[config.mk]
export PLATFORM = sky130hd
export DESIGN_NAME = pll_reconf_sequencer
export DESIGN_NICKNAME = d
export VERILOG_FILES = /design/src/rtl/pll_reconf_pkg.sv /design/src/rtl/pll_reconf_timer.sv /design/src/rtl/pll_reconf_sequencer.sv
export SDC_FILE = /design/constraint.sdc
export NUM_CORES = 1
export LEC_CHECK = 0
export CAP_MARGIN = 5
export CORE_ASPECT_RATIO = 0.6
export CORE_MARGIN = 10
export CORE_UTILIZATION = 41
export DETAILED_ROUTE_END_ITERATION = 16
export DONT_BUFFER_PORTS = 1
export PLACE_DENSITY = 0.6
export SETUP_SLACK_MARGIN = 0.02
export SYNTH_ARGS = -nofsm -noshare
export SYNTH_HDL_FRONTEND = slang
export SYNTH_HIERARCHICAL = 1
export SYNTH_SLANG_ARGS = --single-unit
[constraint.sdc]
create_clock -name clock_i -period 3.9 [get_ports clock_i]
set_input_delay 0.975 -clock clock_i [delete_from_list [all_inputs] [get_ports clock_i]]
set_output_delay 0.975 -clock clock_i [all_outputs]
set_load 0.01 [all_outputs]
[src/rtl/pll_reconf_pkg.sv]
// Shared types and defaults for the PLL reconfiguration sequencer.
// Contents:
//   state_e      - sequencer states
//   DEF_*        - default parameter values
//   timer_width  - bits needed by the shared wait timer to reach its largest limit
package pll_reconf_pkg;

  typedef enum logic [3:0] {
    IDLE,
    LOAD,
    WAIT_LOAD,
    RECONF,
    WAIT_RECONF,
    WAIT_LOCK,
    ARESET,
    SETTLE,
    DONE
  } state_e;

  localparam int unsigned DEF_CFG_W         = 8;
  localparam int unsigned DEF_BUSY_TIMEOUT  = 4096;
  localparam int unsigned DEF_LOCK_TIMEOUT  = 65535;
  localparam int unsigned DEF_SETTLE_CYCLES = 256;
  localparam int unsigned DEF_ARESET_CYCLES = 16;
  localparam int unsigned DEF_MAX_RETRIES   = 3;

  // The timer must be able to hold the limit value itself, hence m + 1.
  function automatic int unsigned timer_width(input int unsigned a, input int unsigned b,
                                              input int unsigned c, input int unsigned d);
    int unsigned m;
    m = a;
    if (b > m) m = b;
    if (c > m) m = c;
    if (d > m) m = d;
    return $clog2(m + 1);
  endfunction

endpackage

[src/rtl/pll_reconf_timer.sv]
// Saturating up-counter with synchronous clear and a terminal-count compare.
// Ports:
//   clk_i, rst_i  - clock, synchronous active-high reset
//   clr_i         - count is treated as zero this cycle (first cycle of a state)
//   en_i          - advance the count
//   limit_i       - terminal count
//   tc_o          - count equals limit_i
module pll_reconf_timer #(
  parameter int unsigned W = 16
) (
  input  logic         clk_i,
  input  logic         rst_i,
  input  logic         clr_i,
  input  logic         en_i,
  input  logic [W-1:0] limit_i,
  output logic         tc_o
);

  logic [W-1:0] count_q, count_d, count_eff;

  // Clear acts combinationally so the first cycle of a state already reads 0.
  assign count_eff = clr_i ? '0 : count_q;
  assign tc_o      = (count_eff == limit_i);

  always_comb begin
    count_d = count_eff;
    if (en_i && (count_eff != '1)) count_d = count_eff + 1'b1;
  end

  always_ff @(posedge clk_i) begin
    if (rst_i) count_q <= '0;
    else       count_q <= count_d;
  end

endmodule

[src/rtl/pll_reconf_sequencer.sv]
// Sequences altpll_reconfig and its scan-chain ROM through a full PLL
// reconfiguration on every change of the requested mode index (and once after
// reset), holding downstream logic in reset until the new clock has settled.
// Ports:
//   clock_i, reset_i      - clock, synchronous active-high reset
//   cfg_sel_i             - requested config index
//   reconf_busy_i         - altpll_reconfig busy
//   pll_locked_i          - PLL lock (already synchronised)
//   rom_sel_o             - index presented to the ROM, frozen during a sequence
//   write_from_rom_o      - one-cycle ROM load strobe
//   reconfig_o            - one-cycle reconfig strobe
//   pll_areset_o          - PLL reset during lock retries
//   out_reset_o           - downstream reset
//   cfg_applied_o         - last successfully applied index
//   ready_o               - locked and settled on cfg_applied_o
//   busy_timeout_o        - sticky busy-wait timeout
//   lock_error_o          - sticky lock failure after all retries
//
// state       | meaning
// ------------+--------------------------------------------------------
// IDLE        | waiting for a new index, or watching lock while ready
// LOAD        | write_from_rom strobe
// WAIT_LOAD   | waiting for the ROM load busy pulse to complete
// RECONF      | reconfig strobe
// WAIT_RECONF | waiting for the reconfig busy pulse to complete
// WAIT_LOCK   | waiting for pll_locked, retries on timeout
// ARESET      | pll_areset held for a fixed time
// SETTLE      | counting consecutive locked cycles
// DONE        | commit cfg_applied, release downstream
module pll_reconf_sequencer
  import pll_reconf_pkg::*;
#(
  parameter int unsigned CFG_W         = DEF_CFG_W,
  parameter int unsigned BUSY_TIMEOUT  = DEF_BUSY_TIMEOUT,
  parameter int unsigned LOCK_TIMEOUT  = DEF_LOCK_TIMEOUT,
  parameter int unsigned SETTLE_CYCLES = DEF_SETTLE_CYCLES,
  parameter int unsigned ARESET_CYCLES = DEF_ARESET_CYCLES,
  parameter int unsigned MAX_RETRIES   = DEF_MAX_RETRIES
) (
  input  logic             clock_i,
  input  logic             reset_i,
  input  logic [CFG_W-1:0] cfg_sel_i,
  input  logic             reconf_busy_i,
  input  logic             pll_locked_i,
  output logic [CFG_W-1:0] rom_sel_o,
  output logic             write_from_rom_o,
  output logic             reconfig_o,
  output logic             pll_areset_o,
  output logic             out_reset_o,
  output logic [CFG_W-1:0] cfg_applied_o,
  output logic             ready_o,
  output logic             busy_timeout_o,
  output logic             lock_error_o
);

  localparam int unsigned TMR_W  = timer_width(BUSY_TIMEOUT, LOCK_TIMEOUT, SETTLE_CYCLES, ARESET_CYCLES);
  localparam int unsigned RTRY_W = (MAX_RETRIES > 0) ? $clog2(MAX_RETRIES + 1) : 1;

  localparam logic [TMR_W-1:0]  BUSY_LIM   = TMR_W'(BUSY_TIMEOUT);
  localparam logic [TMR_W-1:0]  LOCK_LIM   = TMR_W'(LOCK_TIMEOUT);
  // SETTLE and ARESET limits are "cycles spent", the timer starts at 0.
  localparam logic [TMR_W-1:0]  SETTLE_LIM = TMR_W'(SETTLE_CYCLES - 1);
  localparam logic [TMR_W-1:0]  ARESET_LIM = TMR_W'(ARESET_CYCLES - 1);
  localparam logic [RTRY_W-1:0] MAX_RTRY   = RTRY_W'(MAX_RETRIES);

  state_e              state_q, state_prev_q;
  logic                pending_q, seen_busy_q;
  logic [CFG_W-1:0]    rom_sel_q, cfg_applied_q;
  logic                wfr_q, reconfig_q, areset_q, out_reset_q, ready_q;
  logic                busy_to_q, lock_err_q;
  logic [RTRY_W-1:0]   retries_q;

  logic                start;
  logic                tmr_clr, tmr_en, tmr_tc;
  logic [TMR_W-1:0]    tmr_limit;

  assign start = (pending_q || (cfg_sel_i != cfg_applied_q)) && !reconf_busy_i;

  // Every transition goes to a different state, so a state change marks entry.
  assign tmr_clr = (state_q != state_prev_q);
  assign tmr_en  = (state_q != IDLE);

  always_comb begin
    tmr_limit = BUSY_LIM;
    case (state_q)
      WAIT_LOCK: tmr_limit = LOCK_LIM;
      ARESET:    tmr_limit = ARESET_LIM;
      SETTLE:    tmr_limit = SETTLE_LIM;
      default:   tmr_limit = BUSY_LIM;
    endcase
  end

  pll_reconf_timer #(.W(TMR_W)) u_timer (
    .clk_i   (clock_i),
    .rst_i   (reset_i),
    .clr_i   (tmr_clr),
    .en_i    (tmr_en),
    .limit_i (tmr_limit),
    .tc_o    (tmr_tc)
  );

  always_ff @(posedge clock_i) begin
    if (reset_i) begin
      state_q       <= IDLE;
      state_prev_q  <= IDLE;
      pending_q     <= 1'b1;
      seen_busy_q   <= 1'b0;
      rom_sel_q     <= '0;
      cfg_applied_q <= '0;
      wfr_q         <= 1'b0;
      reconfig_q    <= 1'b0;
      areset_q      <= 1'b0;
      out_reset_q   <= 1'b1;
      ready_q       <= 1'b0;
      busy_to_q     <= 1'b0;
      lock_err_q    <= 1'b0;
      retries_q     <= '0;
    end else begin
      state_prev_q <= state_q;
      wfr_q        <= 1'b0;
      reconfig_q   <= 1'b0;
      case (state_q)
        IDLE: begin
          if (start) begin
            rom_sel_q   <= cfg_sel_i;
            pending_q   <= 1'b0;
            out_reset_q <= 1'b1;
            ready_q     <= 1'b0;
            retries_q   <= '0;
            wfr_q       <= 1'b1;
            state_q     <= LOAD;
          end else if (ready_q && !pll_locked_i) begin
            ready_q     <= 1'b0;
            out_reset_q <= 1'b1;
            retries_q   <= '0;
            state_q     <= WAIT_LOCK;
          end
        end
        LOAD, RECONF: begin
          // busy may already be up in the strobe cycle
          seen_busy_q <= reconf_busy_i;
          state_q     <= (state_q == LOAD) ? WAIT_LOAD : WAIT_RECONF;
        end
        WAIT_LOAD, WAIT_RECONF: begin
          if (seen_busy_q && !reconf_busy_i) begin
            if (state_q == WAIT_LOAD) begin
              reconfig_q <= 1'b1;
              state_q    <= RECONF;
            end else begin
              retries_q  <= '0;
              state_q    <= WAIT_LOCK;
            end
          end else if (tmr_tc) begin
            busy_to_q <= 1'b1;
            state_q   <= IDLE;
          end else if (reconf_busy_i) begin
            seen_busy_q <= 1'b1;
          end
        end
        WAIT_LOCK: begin
          if (pll_locked_i) begin
            state_q <= SETTLE;
          end else if (tmr_tc) begin
            if (retries_q < MAX_RTRY) begin
              retries_q <= retries_q + 1'b1;
              areset_q  <= 1'b1;
              state_q   <= ARESET;
            end else begin
              lock_err_q  <= 1'b1;
              out_reset_q <= 1'b1;
              ready_q     <= 1'b0;
              state_q     <= IDLE;
            end
          end
        end
        ARESET: begin
          if (tmr_tc) begin
            areset_q <= 1'b0;
            state_q  <= WAIT_LOCK;
          end
        end
        SETTLE: begin
          if (!pll_locked_i)  state_q <= WAIT_LOCK;
          else if (tmr_tc)    state_q <= DONE;
        end
        DONE: begin
          cfg_applied_q <= rom_sel_q;
          ready_q       <= 1'b1;
          out_reset_q   <= 1'b0;
          retries_q     <= '0;
          busy_to_q     <= 1'b0;
          lock_err_q    <= 1'b0;
          state_q       <= IDLE;
        end
        default: state_q <= IDLE;
      endcase
    end
  end

  assign rom_sel_o        = rom_sel_q;
  assign write_from_rom_o = wfr_q;
  assign reconfig_o       = reconfig_q;
  assign pll_areset_o     = areset_q;
  assign out_reset_o      = out_reset_q;
  assign cfg_applied_o    = cfg_applied_q;
  assign ready_o          = ready_q;
  assign busy_timeout_o   = busy_to_q;
  assign lock_error_o     = lock_err_q;

endmodule
**Word-level counts from Yosys, hierarchy flattened**

Index checks and enable logic that the tools add are counted.

- Register bits: 51
- Latch bits: 0
- RAM bits: 0
- Bits in read-only memories: 0
- Input bits: 12
- Output and inout bits: 23
- Logic and storage cells: 126
- Memories kept: 0

- Add/sub/neg operators: 2
- $mul: 0
- Divide/modulo/power cells: 0
- Order comparisons: 1
- Equality and inequality tests: 27
- Shifts and indexed selects: 0
- Muxes and demuxes: 51
- Bitwise gates (word level): 3
- Reductions and logical operators: 27

Operators by type and width:

| kind | number |
|---|---|
| 16-bit case mux with 3 select lines | 1 |
| 4-bit two-way mux | 9 |
| 16-bit two-way mux | 2 |
| 4-bit case mux with 6 select lines | 1 |
| 2-bit != test (second input constant) | 11 |
| 1-bit two-way mux | 21 |
| 16-bit by 1-bit adder with 16-bit output (second input constant) | 1 |
| 16-bit equality test | 1 |
| 4-bit by 3-bit equality test with 1-bit output (second input constant) | 4 |
| 16-bit != test (second input constant) | 1 |
| 5-bit AND reduction | 3 |
| 2-bit two-way mux | 7 |
| 3-bit != test (second input constant) | 4 |
| 3-bit two-way mux | 3 |
| 4-bit by 2-bit equality test with 1-bit output (second input constant) | 2 |
| 8-bit != test | 1 |
| 1-bit case mux with 2 select lines | 4 |
| 2-bit case mux with 4 select lines | 1 |
| 4-bit AND reduction | 2 |
| 2-bit nonzero test | 4 |
| 4-bit nonzero test | 2 |
| 7-bit AND reduction | 1 |
| 1-bit case mux with 3 select lines | 2 |
| 2-bit OR reduction | 3 |
| other kinds (14) | 20 |

**Logic depth before layout (Yosys ltp)**

- Word-level depth: 6
- Mapped depth: 15
- Depth with buffers taken out: 13

**Modules after synthesis**

The synthesis kept the hierarchy.

By module, submodules not included:

| module | instances | cells an instance | area each (sq um) | sequential area each (sq um) |
|---|---|---|---|---|
| pll_reconf_sequencer | 1 | 210 | 1759.2 | 700.7 |
| pll_reconf_timer | 1 | 165 | 1286.2 | 320.3 |

**Worst setup path before layout**

No wires, ideal clock.

- Path type: reg2reg
- Start point: reg state_q[0]
- End point: reg state_q[2]
- Setup time: 95 ps
- Data arrival time: 3133 ps
- Required time: 3805 ps
- Slack: 672 ps
- Cell stages (with the launch flop): 16
- Path buffers: 5
- Period minus slack after synthesis: 3228 ps
- Path through: dfxtp_1 -> buf_2 -> clkbuf_1 -> xnor2_1 -> nand4_1 -> buf_2 -> clkbuf_1 -> clkbuf_1 -> nand4b_1 -> a32oi_1 -> and4_1 -> or2_1 -> a2111oi_0 -> nor3_1 -> o21a_1 -> a221oi_1

- Word-level cells in the longest chain between the ends: 5
- Elaborated cells on any way between the ends: 24
- Classes of those cells: eq/ne: 14; mux: 6; reduce/logical: 4

Ends and longest elaborated chain:

| element | line | RTL |
|---|---|---|
| start: declaration | pll_reconf_sequencer.sv:66 | `state_e state_q, state_prev_q;` |
| start signal: assignment | pll_reconf_sequencer.sv:142 | `state_q <= (state_q == LOAD) ? WAIT_LOAD : WAIT_RECONF;` |
| 4-bit != test (*) | pll_reconf_sequencer.sv:80 | `assign tmr_clr = (state_q != state_prev_q);` |
| net tmr_clr | pll_reconf_sequencer.sv:74 | `logic tmr_clr, tmr_en, tmr_tc;` |
| 16-bit two-way mux (*) | pll_reconf_timer.sv:22 | `assign count_eff = clr_i ? '0 : count_q;` |
| 16-bit equality test (*) | pll_reconf_timer.sv:23 | `assign tc_o = (count_eff == limit_i);` |
| net tmr_tc | pll_reconf_sequencer.sv:74 |  |
| 3-bit != test (no source line) or 2-bit != test (tied branches) | - |  |
| 5-bit AND reduction (no source line) (*) | - |  |

Mark *: on every way through the listed nets, which the timed path passes. The rest lies on a longest branch.
A chain may end at the register's enable or synchronous reset.

**Worst setup path in the final report**

- Start point: reg state_q[0]
- End point: reg state_q[2]

- Word-level cells in the longest chain between the ends: 5
- Elaborated cells on any way between the ends: 24
- Classes of those cells: eq/ne: 14; mux: 6; reduce/logical: 4

Ends and longest elaborated chain:

| element | line | RTL |
|---|---|---|
| 4-bit by 3-bit equality test with 1-bit output | pll_reconf_sequencer.sv:85 | `case (state_q)` |
| 16-bit case mux with 3 select lines (*) | pll_reconf_sequencer.sv:85 |  |
| net tmr_limit[0] | pll_reconf_sequencer.sv:75 | `logic [TMR_W-1:0] tmr_limit;` |
| 16-bit equality test (*) | pll_reconf_timer.sv:23 |  |
| net tmr_tc | pll_reconf_sequencer.sv:74 |  |
| 3-bit != test (no source line) or 2-bit != test (tied branches) | - |  |
| 5-bit AND reduction (no source line) (*) | - |  |

Marked as above.

==> flow_metrics.env <==
export IMPL_skew_ps=5.475
export IMPL_fp_row_count=24
export IMPL_syn_instance_count=375
export IMPL_rsz0062_at_grt="no"
export IMPL_core_area_sq_um=7237
export IMPL_tightestPinTransition_ps=711.5
export IMPL_antenna_found_initial=0
export IMPL_clock_path_buffers=2
export IMPL_holdBufCountCts=0
export IMPL_post_route_period_util_pct=89.73
export IMPL_cts_tree="done"
export IMPL_fin_setup_tns_ps=0
export IMPL_synthFlopType="dfxtp_1"
export IMPL_synth_edf_count=0
export IMPL_clk_latency_ps=290
export IMPL_ir_drop_v=0.0002355
export IMPL_dpl_hpwl_mm=6.205
export IMPL_dr_pass1_iters=5
export IMPL_diodes=0
export IMPL_preCtsSetupSlack_ps=295.3
export IMPL_crit_required_ps=4110
export IMPL_viasPerCell=6.063
export IMPL_synth_cell_types=62
export IMPL_path_clk_slew_ps=70
export IMPL_track_usage_pct=14.69
export IMPL_gr_total_overflow=0
export IMPL_finalSetupViolCount=0
export IMPL_p_total_mw=2.058
export IMPL_finalMaxSlewViolations=0
export IMPL_die_w_microns=131.3
export IMPL_postSynthAreaPerCell_sq_um=8.121
export IMPL_drv_cap=0
export IMPL_async_reset_ff_share_pct=0
export IMPL_io_pins=35
export IMPL_drt_first_iter_violations=268
export IMPL_die_h_microns=86.76
export IMPL_vias=2904
export IMPL_syn_nets=388
export IMPL_ff2ff_setup_slack_ps=400
export IMPL_drt_antenna_violating_nets=0
export IMPL_crit_path_end_kind="register"
export IMPL_syn_area_sq_um=3045
export IMPL_cp_arrival_ps=3710
export IMPL_layout_area_overhead_vs_synth_pct=10.52
export IMPL_yosys_warnings=6
export IMPL_drive_gt1_share_pct=10.13
export IMPL_wl_per_cell_microns=17.98
export IMPL_start_kind="register"
export IMPL_drc=0
export IMPL_path_class="reg -> reg"
export IMPL_port_buffers=0
export IMPL_final_util_pct=46.51
export IMPL_critPathMaxFanout=20
export IMPL_grt_pass1_vias=2539
export IMPL_grt_pass1_wl_mm=13.81
export IMPL_ys_seq_elements=51
export IMPL_grt_max_degree=44
export IMPL_h_tree_depth=2
export IMPL_cts_sinks=51
export IMPL_fillers=691
export IMPL_hold_worst_slack_ps=461.6
export IMPL_nNetsFinal=387
export IMPL_final_cell_mix="dfxtp_1 (51), nor2_1 (43), a21oi_1 (32), nand2_1 (31), buf_4 (13)"
export IMPL_routabilityCongestion=0.9088
export IMPL_final_common_cell="dfxtp_1"
export IMPL_slew_headroom_pct=52.57
export IMPL_fmax_mhz=285.8
export IMPL_ys_seq_area_share_pct=33.53
export IMPL_leakagePower_nw=1.153
export IMPL_die_area_sq_um=11390
export IMPL_totalWireLength_mm=8.611
export IMPL_initial_core_util_pct=42.08
export IMPL_fin_crit_ps=3499
export IMPL_cts_buffers=5
export IMPL_p_per_area_nw_per_um2=611.5
export IMPL_min_path_type="reg -> reg"
export IMPL_status="complete, no violations"
export IMPL_setup_ws_ps=400.7
export IMPL_hold_viol=0
export IMPL_clockRootBuffer="clkbuf_16"
==> cell families after synthesis <==
family / Yosys count / share of synthesized area (%)
AND/OR/NAND/NOR: 161 / 30.65
AO/OA/AOI/OAI: 97 / 21.86
flip-flops: 51 / 33.53
buffers and inverters: 36 / 4.889
XOR/XNOR: 21 / 6.040
multiplexers: 8 / 2.630
adder cells (fa/ha/maj): 1 / 0.4108
==> synth_stat cells (all sizes together) (2+ instances only) <==
cell type | count | area, sq um
nand3b | 2 | 15.01
nor3b | 2 | 15.01
nor4 | 9 | 98.84
and3 | 5 | 31.28
inv | 14 | 52.55
nor2b | 6 | 37.54
a311oi | 2 | 35.04
a21oi | 32 | 160.2
o21a | 3 | 22.52
or3 | 4 | 25.02
a32oi | 4 | 35.03
buf | 6 | 36.28
dfxtp | 51 | 1021
a31oi | 3 | 18.77
o311ai | 2 | 17.52
nor2 | 43 | 161.4
nand2b | 5 | 31.28
a311o | 2 | 20.02
o211ai | 3 | 22.52
and3b | 2 | 17.52
clkbuf | 16 | 60.06
or2 | 5 | 31.28
nand3 | 5 | 25.02
xnor2 | 12 | 105.1
nand4bb | 2 | 22.52
o31ai | 5 | 37.54
nand4b | 10 | 102.6
nand4 | 4 | 25.02
nor4b | 6 | 52.55
a211oi | 3 | 22.52
o21ai | 14 | 70.07
nor3 | 10 | 50.05
o31a | 2 | 17.52
and4 | 3 | 26.28
nand2 | 32 | 120.1
xor2 | 9 | 78.83
a22oi | 3 | 22.52
o21bai | 5 | 37.54
mux2i | 8 | 80.08
or4 | 4 | 30.03
o2111ai | 4 | 35.03
==> cell type report <==
| cell class | count | area (sq um) | share of cell area [%] |
|---|---|---|---|
| Timing Repair inverter | 1 | 5.005 | 0.1487 |
| Inverter | 14 | 56.30 | 1.673 |
| Tap cell | 104 | 130.1 | 3.866 |
| Clock buffer | 5 | 125.1 | 3.717 |
| Multi-Input combinational cell | 288 | 1884 | 55.99 |
| Timing Repair Buffer | 13 | 97.59 | 2.900 |
| Clock inverter | 3 | 46.29 | 1.375 |
| Sequential cell | 51 | 1021 | 30.33 |
==> flip-flops by register name, summed over array words and instances (netlist names) <==
register / flops
rom_sel_o: 8
state_prev_q: 4
write_from_rom_o: 1
seen_busy_q: 1
lock_error_o: 1
pll_areset_o: 1
cfg_applied_o: 8
u_timer/count_q: 16
state_q: 4
retries_q: 2
ready_o: 1
out_reset_o: 1
pending_q: 1
busy_timeout_o: 1
reconfig_o: 1
==> stage by stage <==
step	cells	area (sq um)
after floorplan	375	3045
after global placement	465	3139
after detailed placement	465	3139
after CTS	473	3311
after global routing	479	3366
final	479	3366
==> where the power goes <==
part	switching (mW)	internal, mW	leakage (nW)	total [mW]
Sequential	0.0693	0.573	0.414	0.642
Combinational	0.520	0.383	0.659	0.903
Clock	0.208	0.305	0.0804	0.513
Total	0.797	1.26	1.15	2.06
==> worst max-delay path: stages (launching register included) <==
cell       delay [ps]
dfxtp_1           370
buf_4             260
nand4bb_1         360
nand2_2           340
nand2b_1           80
or4_1             400
a32oi_1           190
and4_1            320
or2_1             190
a211oi_1           70
nor3_1            360
o21ai_1           170
a221oi_1          300
==> repair_timing <==
| action | 4_1_cts | 5_1_grt |
|---|---|---|
| resized for setup | 0 | 4 |
| buffers inserted | 0 | 5 |
| endpoints found under the setup margin | 0 | 1 |
==> final timing paths <==
path / start / endpoint / depth (start not counted)
worst max-delay path: state_q[0] / state_q[2] / 12
worst min-delay path: pending_q / pending_q / 1
worst max register to register: state_q[0] / state_q[2] / 12
worst min register to register: pending_q / pending_q / 1
==> routing by layer <==
metal | vias to the layer above | part of all wire (%) | track usage (%)
li1 | 1373 | - | -
met1 | 1403 | 50 | 22.01
met2 | 122 | 40 | 19.24
met3 | 6 | 9.5 | 5.139
met4 | 0 | 0.44 | 2.814
met5 | - | 0 | 0
Power figures use the tool's default switching activity.
